<file path="src/rtl/shift_seq_ctrl.sv">
// Multi-cycle shift sequencer: applies a 4-bit shift amount as successive
// power-of-two passes (8, 4, 2, 1) through one shared stage, one pass per clock.
module shift_seq_ctrl (
    input  logic        clk,
    input  logic        rst,
    input  logic        Start,
    input  logic [15:0] In,
    input  logic [3:0]  Cnt,
    input  logic [1:0]  Op,
    output logic        Busy,
    output logic        Done,
    output logic [15:0] Out
);

    typedef enum logic [1:0] {StIdle, StRun, StDone} state_e;

    state_e      state_q, state_d;
    logic [15:0] out_q, out_d;
    logic [3:0]  rem_q, rem_d;
    logic [1:0]  op_q, op_d;
    logic [3:0]  sel;

    // One stage pass; s is always a single power of two (1, 2, 4 or 8).
    function automatic logic [15:0] stage_pass(input logic [15:0] d, input logic [1:0] op,
                                               input logic [3:0] s);
        logic [4:0]  sw;
        logic [15:0] r;
        sw = {1'b0, s};
        case (op)
            2'b00:   r = (d << sw) | (d >> (5'd16 - sw));
            2'b01:   r = d << sw;
            2'b10:   r = 16'($signed(d) >>> sw);
            default: r = d >> sw;
        endcase
        return r;
    endfunction

    // One-hot of the highest remaining bit; its numeric value is the pass amount.
    always_comb begin
        sel = 4'b0000;
        if (rem_q[3])      sel = 4'b1000;
        else if (rem_q[2]) sel = 4'b0100;
        else if (rem_q[1]) sel = 4'b0010;
        else if (rem_q[0]) sel = 4'b0001;
    end

    always_comb begin
        state_d = state_q;
        out_d   = out_q;
        rem_d   = rem_q;
        op_d    = op_q;
        case (state_q)
            StIdle, StDone: begin
                if (Start) begin
                    out_d   = In;
                    rem_d   = Cnt;
                    op_d    = Op;
                    state_d = StRun;
                end else begin
                    state_d = StIdle;
                end
            end
            StRun: begin
                if (rem_q == 4'd0) begin
                    state_d = StDone;
                end else begin
                    out_d = stage_pass(out_q, op_q, sel);
                    rem_d = rem_q & ~sel;
                    if ((rem_q & ~sel) == 4'd0) state_d = StDone;
                end
            end
            default: state_d = StIdle;
        endcase
    end

    always_ff @(posedge clk) begin
        if (rst) begin
            state_q <= StIdle;
            out_q   <= 16'h0000;
            rem_q   <= 4'd0;
            op_q    <= 2'd0;
        end else begin
            state_q <= state_d;
            out_q   <= out_d;
            rem_q   <= rem_d;
            op_q    <= op_d;
        end
    end

    assign Busy = (state_q == StRun);
    assign Done = (state_q == StDone);
    assign Out  = out_q;

endmodule

</file>
<file path="config.mk">
export PLATFORM = sky130hd
export DESIGN_NAME = shift_seq_ctrl
export DESIGN_NICKNAME = d
export VERILOG_FILES = /design/src/rtl/shift_seq_ctrl.sv
export SDC_FILE = /design/constraint.sdc
export NUM_CORES = 1
export LEC_CHECK = 0
export CORE_MARGIN = 10
export CORE_UTILIZATION = 30
export CTS_BUF_LIST = sky130_fd_sc_hd__clkbuf_4 sky130_fd_sc_hd__clkbuf_8
export DETAILED_ROUTE_END_ITERATION = 10
export DONT_BUFFER_PORTS = 1
export SYNTH_ARGS = -nofsm -noshare
export SYNTH_HDL_FRONTEND = slang
export SYNTH_SLANG_ARGS = --single-unit
</file>
<file path="constraint.sdc">
create_clock -name clk -period 2.35 [get_ports clk]
set_input_delay 0.47 -clock clk [delete_from_list [all_inputs] [get_ports clk]]
set_output_delay 0.47 -clock clk [all_outputs]
set_load 0.02 [all_outputs]
</file>
==> flow_summary.ini <==
[finish]
fillers = 1063
antenna_cells = 0
layout.area.seq_um2 = 480
nets = 427
multi_input_area_um2 = 2240
fin_cells = 533
final_area_um2 = 3340
area_growth_pct = 11.8
layout-drive-gt1-share = 0.200

[critical_path]
crit_path_max_fanout = 11
cp.arrival_ps = 2450
crit_path_start_kind = flip-flop
worst-setup-path-type = reg -> reg
cp-end-kind = flip-flop
max_stage_delay_ps = 500
slowest_stage = mux4_2
worstPathRequired_ps = 2530
crit_chain = nor4b_4, buf_6, mux2_2, mux4_2, a221oi_2, nor4_1

[clock_tree]
hold_buffers = 0
cts_tree = yes
clock_sinks = 24
clockRootBuffer = clkbuf_8
cts_max_level = 1
path_clk_slew_ps = 110
clk_path_buf_depth = 2
clk_latency_ps = 290
numCtsBuffers = 3

[die]
core_um2 = 9730
io_pins = 43
fp.dieArea_um2 = 14300
start_util = 0.307
die_h_um = 120
die_x_um = 120
rows = 36

[yosys]
synthArstFlopShare = 0
synth_edf_count = 0
syn_area_um2 = 2990
synth_top_area_cell = dfxtp_1
yosys-top-cells-area = dfxtp_1 (16%), nand2_1 (4.9%), a21oi_1 (4.9%)
ys_seq_area_frac = 0.161
synth_warnings = 0
synth_flop_cell = dfxtp_1
yosysTopAreaCellShare = 0.161
yosys-top-cells-count = nand2_1 (39), clkbuf_1 (33), a21oi_1 (29)
synth.net_count = 432
synth_most_common_cell = nand2_1
synthCells = 406
syn_avg_cell_area_um2 = 7.35
ys_ff_latch = 24
ys_types = 80

[sta]
timing.fmax_ghz = 0.440
setup_viol = 0
finalMaxSlewViolations = 0
period_share = 0.966
setup-tns-final_ps = 0
layout_min_cycle_time_ps = 2270
maxSlewHeadroom = 0.515
hold_viol_final = 0
fin_skew_ps = 11.3
worst_pin_slew_ps = 727
rsz0062_at_grt = false
whs_ps = 244

[pwr]
clkPwrFrac = 0.233
power.leakage_nw = 1.15
internal_power_uw = 982
p_switching_uw = 729
pwr-share-seq = 0.325
p_per_area_nw_per_um2 = 513
vdd_drop_max_mv = 0.272
comb_power_share = 0.442
p_sw_frac = 0.426

[placed_design]
hpwlAfterDp_mm = 9.48
finalWeightedCongestion = 0.941
numPortBuffers = 0
place_area_um2 = 3250
numPlacedInstances = 529

[route]
first_iter_violations = 416
vias_per_cell = 6.49
drc = 0
wl_per_cell_um = 24.7
postRouteWirelength_mm = 13.1
detail-route-antenna-nets = 0
num_vias = 3459
drtPass1Iterations = 5

[global_routing]
grt_pass1_wl_mm = 19.9
antenna_found_initial = 0
grt_max_degree = 30
grt_remaining_overflow = 0
grt_pass1_vias = 3258
grt_usage = 0.174

[job]
cap_violations = 0

[status]
status = finished, final reports clean

[min_path]
hold_path_class = in -> reg
[flip-flops by register name, summed over array words and instances (netlist names)]
signal,count
Out,16
rem_q,4
op_q,2
state_q,2
[cell type report]
class	count	area share
Clock inverter	1	0.00900
Tap cell	133	0.0499
Clock buffer	3	0.0124
Sequential cell	24	0.144
Timing Repair Buffer	42	0.0993
Inverter	14	0.0157
Multi-Input combinational cell	316	0.670
[worst paths after layout]
| path | startpoint | to | slack [ps] | depth (start not counted) |
|---|---|---|---|---|
| min | rst | op_q[1] | 240 | 1 |
| max | rem_q[1] | Out[0] | 80 | 6 |
| min reg2reg | Out[4] | Out[4] | 670 | 2 |
| max reg2reg | rem_q[1] | Out[0] | 80 | 6 |
[logic make-up after synthesis]
| logic type | after synthesis | synth area share |
|---|---|---|
| AND/OR/NAND/NOR | 140 | 0.259 |
| AO/OA/AOI/OAI | 146 | 0.350 |
| flip-flops | 24 | 0.161 |
| buffers and inverters | 66 | 0.101 |
| adder cells (fa/ha/maj) | 1 | 0.00419 |
| XOR/XNOR | 2 | 0.00838 |
| multiplexers | 27 | 0.117 |
[placed cells by master, fill, tap and decap left out, types with 13 or more instances in the layout]
cell and count:
mux2i_1 13, a21oi_1 29, o21ai_0 26, nor3_1 13
nor2b_1 13, a211oi_1 14, nor2_1 23, dfxtp_1 24
buf_4 40, nand2_1 39
[what timing repair did]
action	CTS	global route
buffers inserted	0	0
pin swaps	0	1
setup endpoints to repair	1	4
resized for setup	1	3
endpoints found under the hold margin	0	0
cloned	0	0
[layer usage]
| metal | track usage | vias up | share of wire |
|---|---|---|---|
| li1 | - | 1521 | - |
| met1 | 0.234 | 1647 | 0.41 |
| met2 | 0.264 | 253 | 0.43 |
| met3 | 0.0544 | 38 | 0.14 |
| met4 | 0.0392 | 0 | 0.026 |
| met5 | 0 | - | 0 |
[metrics by stage]
| step | utilization | power (mW) | setup WS [ps] |
|---|---|---|---|
| floorplan | - | 1.04 | -4.28 |
| global placement | 0.334 | 1.29 | 84.6 |
| detailed placement | 0.334 | 1.29 | 20.3 |
| CTS | 0.342 | 1.70 | 30.6 |
| global route | 0.343 | 1.79 | 18.8 |
| finish | 0.343 | 1.71 | 79.0 |
[worst max-delay path, delay by kind of cell (launching register included)]
| kind | cells | cell delay, ps |
|---|---|---|
| mux | 2 | 860 |
| simple gates | 2 | 460 |
| flops | 1 | 370 |
| compound gates | 1 | 260 |
| buf+inv | 1 | 230 |
[power groups by stage]
stage                     Sequential (mW)  Combinational [mW]  Clock [mW]
after global routing                0.562               0.808       0.421
after global placement              0.560               0.728           0
final                               0.556               0.757       0.399
after CTS                           0.551               0.735       0.410
after floorplan                     0.518               0.522           0
after detailed placement            0.561               0.731           0
No activity file was read; power rests on OpenSTA's default activity.
